==> src/rtl/cpu_run_pkg.sv <==
// Shared definitions for the processor run controller: state encoding,
// default widths and the halt-address helper.
package cpu_run_pkg;

  localparam int unsigned IM_DATA_W_DEF = 8;
  localparam int unsigned IM_ADDR_W_DEF = 8;
  localparam int unsigned CYC_W_DEF     = 16;
  localparam int unsigned STATE_W       = 3;

  typedef enum logic [STATE_W-1:0] {
    ST_IDLE    = 3'd0,
    ST_LOAD    = 3'd1,
    ST_RUN     = 3'd2,
    ST_HALTED  = 3'd3,
    ST_TIMEOUT = 3'd4,
    ST_FAULT   = 3'd5
  } run_state_e;

  // All-ones address of the given width; callers cast to their address width.
  function automatic logic [31:0] halt_addr_default(input int unsigned addr_w);
    return (32'd1 << addr_w) - 32'd1;
  endfunction

  function automatic logic is_terminal(input run_state_e s);
    return (s == ST_HALTED) || (s == ST_TIMEOUT) || (s == ST_FAULT);
  endfunction

endpackage

==> src/rtl/cpu_run_ctrl_if.sv <==
// Program-load stream and instruction-memory write port of the run controller.
interface cpu_run_ctrl_if
  import cpu_run_pkg::*;
#(
  parameter int unsigned IM_DATA_W = IM_DATA_W_DEF,
  parameter int unsigned IM_ADDR_W = IM_ADDR_W_DEF
);

  logic                 ld_valid;
  logic                 ld_ready;
  logic [IM_DATA_W-1:0] ld_data;
  logic                 ld_last;
  logic                 im_we;
  logic [IM_ADDR_W-1:0] im_waddr;
  logic [IM_DATA_W-1:0] im_wdata;

  // Host / harness side.
  modport master (
    output ld_valid, ld_data, ld_last,
    input  ld_ready, im_we, im_waddr, im_wdata
  );

  // Run-controller side.
  modport slave (
    input  ld_valid, ld_data, ld_last,
    output ld_ready, im_we, im_waddr, im_wdata
  );

endinterface

==> src/rtl/sat_counter.sv <==
// Saturating up-counter with synchronous clear; holds at all ones.
module sat_counter #(
  parameter int unsigned W = 16
) (
  input  logic         clk,
  input  logic         rst_n,
  input  logic         clr,
  input  logic         inc,
  output logic [W-1:0] q
);

  always_ff @(posedge clk or negedge rst_n) begin
    if (!rst_n) begin
      q <= '0;
    end else if (clr) begin
      q <= '0;
    end else if (inc && (q != '1)) begin
      q <= q + W'(1);
    end
  end

endmodule

==> src/rtl/cpu_run_ctrl.sv <==
// Run controller: loads instruction memory, releases and clock-gates the core,
// and ends the run on halt address, illegal instruction, watchdog or abort.
module cpu_run_ctrl
  import cpu_run_pkg::*;
#(
  parameter int unsigned          IM_DATA_W = IM_DATA_W_DEF,
  parameter int unsigned          IM_ADDR_W = IM_ADDR_W_DEF,
  parameter int unsigned          CYC_W     = CYC_W_DEF,
  parameter logic [IM_ADDR_W-1:0] HALT_ADDR = IM_ADDR_W'(halt_addr_default(IM_ADDR_W))
) (
  input  logic                 clk,
  input  logic                 rst_n,
  cpu_run_ctrl_if.slave        bus,
  input  logic                 load_start,
  input  logic                 run_start,
  input  logic                 step_mode,
  input  logic                 step,
  input  logic                 abort,
  input  logic                 clear,
  input  logic [CYC_W-1:0]     max_cycles,
  input  logic [IM_ADDR_W-1:0] core_pc,
  input  logic                 core_instr_ok,
  output logic                 core_en,
  output logic                 core_rst_n,
  output logic [STATE_W-1:0]   state,
  output logic [CYC_W-1:0]     cycle_count,
  output logic [IM_ADDR_W:0]   loaded_words,
  output logic                 done
);

  localparam logic [IM_ADDR_W-1:0] ADDR_MAX = '1;

  run_state_e           state_q, state_d;
  logic [IM_ADDR_W-1:0] addr_q, addr_d;
  logic [IM_ADDR_W:0]   loaded_q, loaded_d;
  logic                 im_we_q, im_we_d;
  logic [IM_ADDR_W-1:0] im_waddr_q, im_waddr_d;
  logic [IM_DATA_W-1:0] im_wdata_q, im_wdata_d;
  logic                 core_en_q, core_en_d;
  logic                 core_rst_n_q;
  logic                 done_q;
  logic                 cnt_clr;
  logic                 hs;
  logic                 wdog_hit;

  assign bus.ld_ready = (state_q == ST_LOAD);
  assign hs           = bus.ld_valid && bus.ld_ready;

  // Watchdog fires on the enabled cycle that brings the count up to the limit.
  assign wdog_hit = (max_cycles != '0) &&
                    (({1'b0, cycle_count} + (CYC_W+1)'(1)) >= {1'b0, max_cycles});

  // Next-state, load-address and core-enable decode.
  always_comb begin
    state_d    = state_q;
    addr_d     = addr_q;
    loaded_d   = loaded_q;
    im_we_d    = 1'b0;
    im_waddr_d = im_waddr_q;
    im_wdata_d = im_wdata_q;
    core_en_d  = 1'b0;
    cnt_clr    = 1'b0;

    if (hs) begin
      im_we_d    = 1'b1;
      im_waddr_d = addr_q;
      im_wdata_d = bus.ld_data;
    end

    unique case (state_q)
      ST_IDLE: begin
        if (load_start && !abort) begin
          state_d  = ST_LOAD;
          addr_d   = '0;
          loaded_d = '0;
        end else if (run_start && !abort) begin
          state_d   = ST_RUN;
          cnt_clr   = 1'b1;
          core_en_d = !step_mode;
        end
      end
      ST_LOAD: begin
        if (hs) begin
          loaded_d = loaded_q + (IM_ADDR_W+1)'(1);
          if (bus.ld_last || (addr_q == ADDR_MAX)) begin
            state_d = ST_IDLE;
          end else begin
            addr_d = addr_q + IM_ADDR_W'(1);
          end
        end
      end
      ST_RUN: begin
        if (core_en_q) begin
          if (!core_instr_ok) begin
            state_d = ST_FAULT;
          end else if (core_pc == HALT_ADDR) begin
            state_d = ST_HALTED;
          end else if (wdog_hit) begin
            state_d = ST_TIMEOUT;
          end
        end
        // A step seen while the core is already enabled is dropped.
        if (state_d == ST_RUN) begin
          core_en_d = step_mode ? (step && !core_en_q) : 1'b1;
        end
      end
      ST_HALTED, ST_TIMEOUT, ST_FAULT: begin
        if (clear) begin
          state_d = ST_IDLE;
        end
      end
      default: begin
        state_d = ST_IDLE;
      end
    endcase

    if (abort) begin
      state_d   = ST_IDLE;
      core_en_d = 1'b0;
    end
  end

  always_ff @(posedge clk or negedge rst_n) begin
    if (!rst_n) begin
      state_q      <= ST_IDLE;
      addr_q       <= '0;
      loaded_q     <= '0;
      im_we_q      <= 1'b0;
      im_waddr_q   <= '0;
      im_wdata_q   <= '0;
      core_en_q    <= 1'b0;
      core_rst_n_q <= 1'b0;
      done_q       <= 1'b0;
    end else begin
      state_q      <= state_d;
      addr_q       <= addr_d;
      loaded_q     <= loaded_d;
      im_we_q      <= im_we_d;
      im_waddr_q   <= im_waddr_d;
      im_wdata_q   <= im_wdata_d;
      core_en_q    <= core_en_d;
      core_rst_n_q <= (state_d != ST_IDLE) && (state_d != ST_LOAD);
      done_q       <= is_terminal(state_d);
    end
  end

  sat_counter #(.W(CYC_W)) u_cycle_cnt (
    .clk   (clk),
    .rst_n (rst_n),
    .clr   (cnt_clr),
    .inc   (core_en_q),
    .q     (cycle_count)
  );

  assign bus.im_we    = im_we_q;
  assign bus.im_waddr = im_waddr_q;
  assign bus.im_wdata = im_wdata_q;
  assign core_en      = core_en_q;
  assign core_rst_n   = core_rst_n_q;
  assign state        = state_q;
  assign loaded_words = loaded_q;
  assign done         = done_q;

endmodule

==> src/flat_wrapper.sv <==
// flat-port wrapper written by rule: the top's interface ports become plain ports
module cpu_run_ctrl_flat import cpu_run_pkg::*;
#(
  parameter int unsigned          IM_DATA_W = IM_DATA_W_DEF,
  parameter int unsigned          IM_ADDR_W = IM_ADDR_W_DEF,
  parameter int unsigned          CYC_W     = CYC_W_DEF,
  parameter logic [IM_ADDR_W-1:0] HALT_ADDR = IM_ADDR_W'(halt_addr_default(IM_ADDR_W))
)
  (clk, rst_n, load_start, run_start, step_mode, step, abort, clear, max_cycles, core_pc, core_instr_ok, core_en, core_rst_n, state, cycle_count, loaded_words, done, bus_ld_valid, bus_ld_data, bus_ld_last, bus_ld_ready, bus_im_we, bus_im_waddr, bus_im_wdata);
  cpu_run_ctrl_if #(.IM_DATA_W(IM_DATA_W), .IM_ADDR_W(IM_ADDR_W)) bus_i ();
  input  logic clk;
  input  logic rst_n;
  input  logic load_start;
  input  logic run_start;
  input  logic step_mode;
  input  logic step;
  input  logic abort;
  input  logic clear;
  input  logic [CYC_W-1:0] max_cycles;
  input  logic [IM_ADDR_W-1:0] core_pc;
  input  logic core_instr_ok;
  output logic core_en;
  output logic core_rst_n;
  output logic [STATE_W-1:0] state;
  output logic [CYC_W-1:0] cycle_count;
  output logic [IM_ADDR_W:0] loaded_words;
  output logic done;
  input wire logic [$bits(bus_i.ld_valid)-1:0] bus_ld_valid;
  input wire logic [$bits(bus_i.ld_data)-1:0] bus_ld_data;
  input wire logic [$bits(bus_i.ld_last)-1:0] bus_ld_last;
  output wire logic [$bits(bus_i.ld_ready)-1:0] bus_ld_ready;
  output wire logic [$bits(bus_i.im_we)-1:0] bus_im_we;
  output wire logic [$bits(bus_i.im_waddr)-1:0] bus_im_waddr;
  output wire logic [$bits(bus_i.im_wdata)-1:0] bus_im_wdata;
  assign bus_i.ld_valid = bus_ld_valid;
  assign bus_i.ld_data = bus_ld_data;
  assign bus_i.ld_last = bus_ld_last;
  assign bus_ld_ready = bus_i.ld_ready;
  assign bus_im_we = bus_i.im_we;
  assign bus_im_waddr = bus_i.im_waddr;
  assign bus_im_wdata = bus_i.im_wdata;
  cpu_run_ctrl #(.IM_DATA_W(IM_DATA_W), .IM_ADDR_W(IM_ADDR_W), .CYC_W(CYC_W), .HALT_ADDR(HALT_ADDR)) u_core (.clk(clk), .rst_n(rst_n), .bus(bus_i), .load_start(load_start), .run_start(run_start), .step_mode(step_mode), .step(step), .abort(abort), .clear(clear), .max_cycles(max_cycles), .core_pc(core_pc), .core_instr_ok(core_instr_ok), .core_en(core_en), .core_rst_n(core_rst_n), .state(state), .cycle_count(cycle_count), .loaded_words(loaded_words), .done(done));
endmodule
==> config.mk <==
export PLATFORM = sky130hd
export DESIGN_NAME = cpu_run_ctrl_flat
export DESIGN_NICKNAME = d
export VERILOG_FILES = /design/src/rtl/cpu_run_pkg.sv /design/src/rtl/cpu_run_ctrl_if.sv /design/src/rtl/sat_counter.sv /design/src/rtl/cpu_run_ctrl.sv /design/src/flat_wrapper.sv
export SDC_FILE = /design/constraint.sdc
export NUM_CORES = 1
export LEC_CHECK = 0
export CAP_MARGIN = 20
export CORE_ASPECT_RATIO = 0.5
export CORE_MARGIN = 2
export CORE_UTILIZATION = 44
export CTS_BUF_LIST = sky130_fd_sc_hd__clkbuf_8 sky130_fd_sc_hd__clkbuf_16
export CTS_CLUSTER_SIZE = 14
export DETAILED_ROUTE_END_ITERATION = 10
export PLACE_DENSITY = 0.83
export SLEW_MARGIN = 20
export SYNTH_ARGS = -nofsm -noshare
export SYNTH_HDL_FRONTEND = slang
export SYNTH_SLANG_ARGS = --single-unit
==> constraint.sdc <==
create_clock -name clk -period 2.75 [get_ports clk]
set_input_delay 0.55 -clock clk [delete_from_list [all_inputs] [get_ports clk]]
set_output_delay 0.55 -clock clk [all_outputs]
set_load 0.02 [all_outputs]
Word level (Yosys, flattened, before mapping)

Cells that the tools add are included.

Flip-flop bits (word level): 56
Output and inout port bits: 49

Add/sub/neg operators: 4
Magnitude comparators: 1
Equal/unequal tests: 16
Mux-type cells: 31
Reductions and logical operators: 21

Operators by type and width:

| kind                                                | number |
|---|---|
| two-way mux 3 bit                                   | 11 |
| two-way mux 16 bit                                  | 2 |
| two-way mux 8 bit                                   | 3 |
| two-way mux 9 bit                                   | 2 |
| one-hot mux 9 bit (2 select lines)                  | 1 |
| adder 16 x 1 -> 17 bit, second input constant       | 1 |
| greater-or-equal comparator 17 x 16 -> 1 bit        | 1 |
| adder 16 x 1 -> 16 bit, second input constant       | 1 |
| equality test 8 bit, second input constant          | 2 |
| != test 16 bit, second input constant               | 1 |
| one-hot mux 8 bit (2 select lines)                  | 1 |
| nonzero test 16 bit                                 | 1 |
| equality test 3 x 2 -> 1 bit, second input constant | 4 |
| equality test 3 bit, second input constant          | 4 |
| one-hot mux 3 bit (4 select lines)                  | 1 |
| adder 9 x 1 -> 9 bit, second input constant         | 1 |
| two-way mux 1 bit                                   | 9 |
| adder 8 x 1 -> 8 bit, second input constant         | 1 |
| logical AND 1 bit                                   | 7 |
| != test 2 bit, second input constant                | 2 |
| AND reduction 4 bit                                 | 1 |
| nonzero test 2 bit                                  | 2 |
| equality test 3 x 1 -> 1 bit, second input constant | 1 |
| logical NOT 1 bit                                   | 3 |
| other kinds (8)                                     | 10 |

Longest topological paths before layout

Gate-level depths: netlist of the first run.

Depth in word-level cells: 13
Gate-level depth with buffers: 12
Mapped depth without buffers: 12

Cells and area by module

Synthesis of the first run repeated with hierarchy kept, for this count alone.

Cells, all modules: 361
Area total of the unflattened synthesis: 3525.9 um^2

By module, submodules not included:

| module       | instances | cells each | area an instance (um^2) |
|---|---|---|---|
| cpu_run_ctrl | 1         | 263        | 2583.7 |
| sat_counter  | 1         | 98         | 942.2 |

Least setup slack after synthesis of the first run

OpenSTA, ideal clock, no wires.

Path kind: reg-to-reg
From: reg u_core.u_cycle_cnt.q[0]
To: reg u_core.core_rst_n_q, in the netlist u_core.core_rst_n
Arrival: 2.921 ns
Slack: -0.295 ns
Stages on the path, launching flop included: 13
Buffers on the path: 0
Clock period less this slack: 3.045 ns
Cell sequence: dfrtp_1 -> ha_1 -> nand3_4 -> nor3_1 -> and3_1 -> xor2_1 -> ha_1 -> and4_1 -> a41oi_1 -> a21oi_1 -> a211oi_1 -> o21ai_1 -> or2_1

Word-level cells in the longest chain between the ends: 12

Ends and longest elaborated chain:

| element                                                      | line                | text |
|---|---|---|
| from (decl)                                                  | sat_counter.sv:9    | `output logic [W-1:0] q` |
| from (signal assigned)                                       | sat_counter.sv:18   | `q <= q + W'(1);` |
| adder 16 x 1 -> 17 bit (*)                                   | cpu_run_ctrl.sv:51  | `(({1'b0, cycle_count} + (CYC_W+1)'(1)) >= {1'b0, max_cycles});` |
| greater-or-equal comparator 17 x 16 -> 1 bit (*)             | cpu_run_ctrl.sv:51  |  |
| logical AND 1 bit (*)                                        | cpu_run_ctrl.sv:50  | `assign wdog_hit = (max_cycles != '0) &&` |
| two-way mux 3 bit (*)                                        | cpu_run_ctrl.sv:98  | `end else if (wdog_hit) begin` |
| two-way mux 3 bit (*)                                        | cpu_run_ctrl.sv:96  | `end else if (core_pc == HALT_ADDR) begin` |
| two-way mux 3 bit (*)                                        | cpu_run_ctrl.sv:94  | `if (!core_instr_ok) begin` |
| two-way mux 3 bit (*)                                        | cpu_run_ctrl.sv:93  | `if (core_en_q) begin` |
| two-way mux 3 bit (*)                                        | cpu_run_ctrl.sv:70  | `unique case (state_q)` |
| one-hot mux 3 bit (4 select lines) (*)                       | cpu_run_ctrl.sv:70  |  |
| two-way mux 3 bit (*)                                        | cpu_run_ctrl.sv:117 | `if (abort) begin` |
| via u_core.state_d[2]                                        | cpu_run_ctrl.sv:33  | `run_state_e state_q, state_d;` |
| != test 3 x 1 -> 1 bit or nonzero test 3 bit (tied branches) | cpu_run_ctrl.sv:142 | `core_rst_n_q <= (state_d != ST_IDLE) && (state_d != ST_LOAD);` |
| logical AND 1 bit (*)                                        | cpu_run_ctrl.sv:142 |  |
| to (signal assigned)                                         | cpu_run_ctrl.sv:142 |  |
| to (decl)                                                    | cpu_run_ctrl.sv:40  | `logic core_rst_n_q;` |

The timed path passes the listed nets; every way through them passes the cells marked *. The select of a mux whose other input is x is not followed.
A chain may end at the register's enable or synchronous reset.

Worst setup path after layout of the first run

Same ends and word-level chain as after synthesis.

==> results of run 1 <==
sequential cells by signal (all words and copies together) (netlist names):
signal                count
u_core.u_cycle_cnt.q     16
u_core.loaded_words       9
u_core.addr_q             8
u_core.bus.im_waddr       8
u_core.bus.im_wdata       8
u_core.state              3
u_core.bus.im_we          1
u_core.core_en            1
u_core.core_rst_n         1
u_core.done               1
power by group:
group          internal, mW  leakage (nW)  switching, mW  total (mW)
clock                 0.340        0.0702          0.301       0.641
combinational         0.410          1.47          0.355       0.765
sequential            0.924         0.751         0.0830        1.01
routing by layer:
metal | track usage | up-vias | routed length, microns
met2 | 0.330 | 70 | 3800
li1 | - | 1444 | -
met3 | 0.0489 | 9 | 434
met4 | 0.0495 | 0 | 87
met1 | 0.256 | 1363 | 3750
met5 | 0 | - | 0
worst max-delay path: stages, from the launching register on:
cell	delay (ns)
dfrtp_2	0.41
and3_4	0.20
and3_4	0.21
and3_4	0.20
xor2_1	0.19
ha_1	0.28
and4_1	0.18
a41oi_2	0.21
a21oi_2	0.09
a211oi_4	0.32
o21ai_2	0.12
or2_1	0.22
cell families after synthesis:
group,after synthesis
and+or+nand+nor,129
DFF,56
AOI/OAI and AO/OA,49
xor gates and xnor gates,39
buffers and inverters,32
adders and majority gates,19
muxes,17
cell usage in the layout, fill, tap and decap left out, types with 2 or more instances in the layout:
master	netlist	final
nand2b_1	3	3
a21o_1	3	3
and3_1	7	3
nand3_1	8	4
ha_1	19	18
o211ai_1	4	4
a21oi_1	13	11
xor2_1	23	21
nor4_1	5	4
dfrtp_2	0	3
inv_1	22	22
xor2_2	0	2
nand4_1	8	8
o21a_1	3	3
mux2_2	17	17
xnor2_1	16	15
o21ai_0	8	8
clkbuf_16	0	5
nand3_2	0	4
clkdlybuf4s50_1	0	90
nor2_1	37	36
and3_4	0	4
nand2_2	0	2
and4_1	4	4
or3_1	6	6
a21oi_2	0	2
nand2_1	27	25
nor3_1	8	7
nand3b_1	2	2
buf_4	1	39
nor2b_1	2	2
and2_1	2	2
or2_2	3	3
o21ai_2	0	2
dfrtp_1	56	53
layout make-up:
| class | instances | area [sq um] |
|---|---|---|
| clock buffers | 5 | 125 |
| clock inverters | 3 | 21.3 |
| fillers | 571 | 2440 |
| inverters | 22 | 82.6 |
| multi-input cells | 253 | 1930 |
| flip-flops and latches | 56 | 1410 |
| well taps | 96 | 120 |
| repair buffers | 130 | 1200 |
repair_timing:
item,4_1_cts,5_1_grt
cloned,0,0
pin swaps,8,10
setup buffers,3,4
endpoints found under the setup margin,3,3
gates resized for setup,6,17
worst min-delay path by stage:
stage	from	to	slack (ns)	depth (start not counted)
6_report	rst_n	u_core.u_cycle_cnt.q[14]	0.27	1
5_1_grt	rst_n	u_core.u_cycle_cnt.q[11]	0.32	1
4_1_cts	rst_n	u_core.bus.im_waddr[1]	0.30	1
3_5_place_dp	u_core.bus.im_waddr[7]	u_core.bus.im_waddr[7]	0.50	1
3_3_place_gp	u_core.bus.im_wdata[2]	u_core.bus.im_wdata[2]	0.49	1
2_1_floorplan	rst_n	u_core.addr_q[0]	0.25	0
==> results by group, run 1 <==
Global routing
  • Number of global-route vias before repair: about 2.8k
  • First-pass GRT wire length: around 13000 microns
  • Initial antenna violation count: 0
  • Gr usage total: 0.196
  • Total gr overflow: 0
  • Largest net degree at the start of global routing: 30

Clocking
  • CTS tree: built
  • CTS Sinks: 56
  • Clock root cell: clkbuf_16
  • Clock transition at path regs: ~0.070 ns
  • CTS H-tree lvls: 2
  • CTS buffer count: 5
  • CTS max path bufs: 2
  • Clock Latency Late Sink: roughly 0.30 ns
  • Hold_buf cts: 0

Timing
  • Slew HR: 0.577
  • Worst hold slack: roughly 0.27 ns
  • Worst-margin pin slew: ~0.63 ns
  • Max Clk Rate: between 0.3 and 0.4 GHz
  • Clock Skew: between 0.008 and 0.009 ns
  • RSZ-0062 raised after global routing: true
  • Final hold violations: 0
  • Fin. max-slew vios: 0
  • Setup TNS Final: -0.00250 ns
  • Final-report setup violation count: 1
  • Fin crit period: roughly 2.8 ns
  • Setup ws final: -0.00250 ns
  • Period utilization: 1.00

Logic synthesis
  • Async SR Flop Fraction: 1.00
  • Xor/xnor cell area share of the yosys netlist: 0.103
  • Simple-gate area share of the yosys netlist: 0.204
  • Avg Inst Size Synth: roughly 9.7 sq um
  • Seq/Total Area, Yosys: 0.423
  • Mux contribution to synthesized area: 0.0578
  • Synthesized instance count: roughly 340
  • EDFF count, synth: 0
  • Netlist cell types: 51
  • Synth Area in Compound Gates: 0.0986
  • Number of synthesized register bits: 56
  • Largest family of logic cells by synthesized area: simple AND/OR/NAND/NOR gates
  • Primary FF master, synth: dfrtp_1
  • Yosys top cell area share: 0.423
  • Yosys warnings: 0
  • Top-count cell post-synth: dfrtp_1
  • Netlist Area Pre-Place: between 0.003 and 0.004 sq mm
  • Post-synth top cells: dfrtp_1 (56), nor2_1 (37), nand2_1 (27)
  • Largest cells by area after synthesis: dfrtp_1 (42%), ha_1 (7.2%), xor2_1 (6.1%), mux2_2 (5.8%), xnor2_1 (4.2%)
  • Yosys top cell by area: dfrtp_1
  • Net Count, Synth: slightly above 400
  • Synth Area in Adders: 0.0718

Layout
  • Share of cells above drive strength 1: 0.211
  • Area growth from synthesis to layout: 47.3%
  • Core Util, Final: 0.666
  • Final Cell Area: about 0.0049 sq mm
  • Total Nets Final: 530
  • Layout Cells excl Fill: between 500 and 600
  • Antenna diodes: 0

Place
  • IO buf count: 91
  • Gpl congestion: slightly below 0.9
  • Pre-CTS setup slack: -0.146 ns
  • Detailed placement HPWL: around 6000 microns
  • Dpl cell area: around 0.0046 sq mm
  • Placed Cells: around 550

Floorplanning
  • Initial Util: 0.452
  • Die X: roughly 130 microns
  • Core area: 0.00732 sq mm
  • Die span in y: 65.4 microns
  • # rows: 22
  • Die area: roughly 0.0083 sq mm
  • Top Ports: 92

Setup path
  • Reg-to-Reg End: u_core.core_rst_n
  • Maximum net fanout on the critical path: 4
  • Critical path endpoint category: flip-flop
  • Reg-to-reg startpoint: u_core.u_cycle_cnt.q[0]
  • Critical Path RT: between 2 and 3 ns
  • Startpoint Class: flip-flop
  • CP endpoint: u_core.core_rst_n
  • Worst Setup SP: u_core.u_cycle_cnt.q[0]
  • R2R Setup Slk: -0.003 ns
  • Crit path arrival time: approximately 2.9 ns
  • Reg2Reg Depth: 11
  • Setup CP Type: flip-flop to flip-flop

Routing
  • Via Count: about 2.9k
  • DRC Markers: 0
  • Routed wire length: between 8000 and 9000 microns
  • Via/cell ratio: approximately 5
  • Average wire per standard cell: between 10 and 15 microns
  • Routed Antenna Nets: 0
  • Initial DRC count: about 160
  • Drt first pass iters: 4

Pwr
  • Power density over the cells: 495 mW/mm^2
  • Power Total: between 2 and 2.5 mW
  • Worst IR Drop VDD: 0.429 mV
  • Leakage: 2.29 nW

Worst hold path
  • Worst hold path type: input port to async pin

Job
  • Total of max-cap violations: 0

Outcome
  • Run status: finished, violations left
  • Violated checks: negative setup slack
Note: power is estimated with default switching activity, not from simulation.
==> inputs of run 2 (changes only) <==
Settings changed: PLACE_DENSITY 0.83 to 0.81.
==> run 2 against run 1 <==
Against the previous run: the run now ends clean; flip-flop and latch count unchanged; hold slack worse by 0.059 ns; total power is 3.6% higher; final area down 0.54%; final cell count increased by 0.18%; setup slack better by 0.0098 ns; sequential power barely moved; critical path depth is 1 higher; clock skew grew 0.00059 ns; core utilization fell by 0.36 points; largest cell class unchanged; clock-buffer cell count unchanged; die area is the same.
==> results by group, run 2 (same netlist as run 1, synthesis figures left out) <==
Global routing
  • First-pass GRT wire length: 13400 microns (+2.2%)
  • Total gr overflow: 0 (unchanged)
  • GR Layer Usage met2: 0.351 (+0.0203)
  • Gr busiest metal: met2
  • Largest net degree at the start of global routing: 24 (-20%)
  • Initial antenna violation count: 0 (unchanged)
  • M3 GR Usage: 0.0440 (-0.00489)
  • Gr usage total: 0.199 (+0.00355)
  • Number of global-route vias before repair: 2846 (+0.18%)
  • Global-route met1 utilization: 0.256 (about the same)

Pwr
  • Leakage: 2.29 nW (+0.26%)
  • Worst IR Drop VDD: 0.321 mV (-25%)
  • Power density over the cells: 515 mW/mm^2 (+4.2%)

Place
  • IO buf count: 91 (unchanged)
  • Detailed placement HPWL: 6090 microns (+1.8%)
  • Gpl congestion: 0.864 (-1.8%)
  • Placed Cells: 548 (-0.54%)
  • Dpl cell area: 0.00455 sq mm (-0.49%)

Setup path
  • Family with the most delay on the worst path: simple AND/OR/NAND/NOR gates
  • Reg-to-Reg End: u_core.core_rst_n
  • Critical path's slowest cell: dfrtp_2
  • Critical path endpoint category: flip-flop
  • Crit path arrival time: 2.92 ns (about the same)
  • Setup CP Type: flip-flop to flip-flop
  • CP dominant cell by count: and3_4
  • Startpoint Class: flip-flop
  • Maximum net fanout on the critical path: 4 (unchanged)
  • Reg-to-reg startpoint: u_core.u_cycle_cnt.q[0]
  • Reg2Reg Depth: 12 (+1)
  • Slowest stage delay, CP: 0.43 ns (+0.02 ns)
  • Critical path cell sequence: and3_1 > and3_4 > and3_4 > xor2_1 > ha_1 > and4_1 > a41oi_2 > a21oi_2 > a211oi_2 > buf_4 > o21a_1 > or2_1
  • Crit path buffers/inverters: 1 (+1)
  • Critical Path RT: 2.93 ns (about the same)
  • R2R Setup Slk: 0.007 ns (about the same)

Clocking
  • CTS buffer count: 5 (unchanged)
  • CTS H-tree lvls: 2 (unchanged)
  • Clock root cell: clkbuf_16
  • CTS tree: built
  • Clock Latency Late Sink: 0.29 ns (about the same)
  • CTS max path bufs: 2 (unchanged)
  • Clock transition at path regs: 0.07 ns (about the same)
  • CTS Sinks: 56 (unchanged)

Floorplanning
  • Die X: 127 microns (unchanged)
  • # rows: 22 (unchanged)
  • Initial Util: 0.452 (unchanged)
  • Core area: 0.00732 sq mm (unchanged)
  • Die area: 0.00828 sq mm (unchanged)
  • Top Ports: 92 (unchanged)
  • Die span in y: 65.4 microns (unchanged)

Timing
  • Fin crit period: 2.74 ns (-0.00984 ns)
  • RSZ-0062 raised after global routing: true
  • Final-report setup violation count: 0 (-1)
  • Worst hold slack: 0.210 ns (-0.0589 ns)
  • Final hold violations: 0 (unchanged)
  • Worst-margin pin slew: 0.504 ns (-0.131 ns)
  • Period utilization: 0.997 (-0.00358)
  • Fin. max-slew vios: 0 (unchanged)
  • Max Clk Rate: 0.365 GHz (+0.36%)
  • Slew HR: 0.662 (+0.0854)
  • Clock Skew: 0.00862 ns (+0.000592 ns)

Layout
  • Antenna diodes: 0 (unchanged)
  • Layout Cells excl Fill: 566 (+0.18%)
  • Total Nets Final: 531 (+0.19%)
  • Core Util, Final: 0.663 (-0.00359)
  • Leading cell type in the layout, fill and taps excluded: clkdlybuf4s50_1
  • Largest register FFs: 16 (unchanged)
  • Most frequent cells in the layout: clkdlybuf4s50_1 (90), dfrtp_1 (53), buf_4 (40), nor2_1 (37), nand2_1 (25)
  • Final Cell Area: 0.00485 sq mm (-0.54%)
  • Share of cells above drive strength 1: 0.194 (-0.0175)
  • Fill cells: 587 (+2.8%)
  • Largest Register: u_core.u_cycle_cnt.q
  • Area growth from synthesis to layout: 46.5%

Routing
  • Initial DRC count: 111 (-29%)
  • Via/cell ratio: 5.13 (+0.38%)
  • Routed Antenna Nets: 0 (unchanged)
  • DRC Markers: 0 (unchanged)
  • Via Count: 2902 (+0.55%)
  • Routed wire length: 7970 microns (-1.4%)
  • Drt first pass iters: 4 (unchanged)
  • Average wire per standard cell: 14.1 microns (-1.6%)

Outcome
  • Run status: finished, final reports clean

Worst hold path
  • Worst hold path type: input port to async pin

Job
  • Total of max-cap violations: 0 (unchanged)
## run 2: cell count changes in the layout (fill, tap and decap cells not counted), sizes merged
cell / change
bufinv: +1
buf: +1
inv: -1
## run 2: final cells by class
class,count,area (sq um),area share
clock inverter,3,42.5,0.00877
multi-input combinational,253,1870,0.386
inverter,22,82.6,0.0170
sequential,56,1410,0.290
clock buffer,5,125,0.0258
timing repair buffer,131,1210,0.249
tap,96,120,0.0247
## run 2: worst max path at each step
stage / startpoint / endpoint / cells after the start
finish: u_core.u_cycle_cnt.q[0] / u_core.core_rst_n / 12
global route: u_core.u_cycle_cnt.q[4] / u_core.core_rst_n / 12
CTS: u_core.u_cycle_cnt.q[4] / u_core.core_rst_n / 12
detailed placement: u_core.u_cycle_cnt.q[0] / u_core.core_rst_n / 12
global placement: u_core.u_cycle_cnt.q[0] / u_core.core_rst_n / 12
floorplan: u_core.u_cycle_cnt.q[0] / u_core.core_rst_n / 11
## run 2: power breakdown
group	internal, mW	leakage (nW)	switching [mW]
clock	0.428	0.0798	0.288
sequential	0.924	0.751	0.0783
combinational	0.421	1.46	0.360
total	1.77	2.29	0.727
## run 2: what timing repair did
| item | in CTS | in global routing |
|---|---|---|
| endpoints found under the setup margin | 3 | 3 |
| resized for setup | 2 | 10 |
| pin swaps | 4 | 6 |
| endpoints found under the hold margin | 0 | 0 |
| setup buffers | 6 | 4 |
| hold buffers | 0 | 0 |
## run 2: metrics by stage
step           TNS, ns  power (mW)  setup slack (ns)
2_1_floorplan        0        1.38            0.0299
3_3_place_gp   -0.0310        1.74           -0.0310
3_5_place_dp    -0.270        1.76            -0.141
4_1_cts              0        2.52           0.00161
5_1_grt         -0.184        2.64            -0.103
6_report             0        2.50           0.00734
## run 2: per-layer routing
metal / vias to the layer above / wire length [microns]
li1: 1450 / -
met1: 1389 / 3700
met2: 58 / 3840
met3: 5 / 368
met4: 0 / 55
met5: - / 0
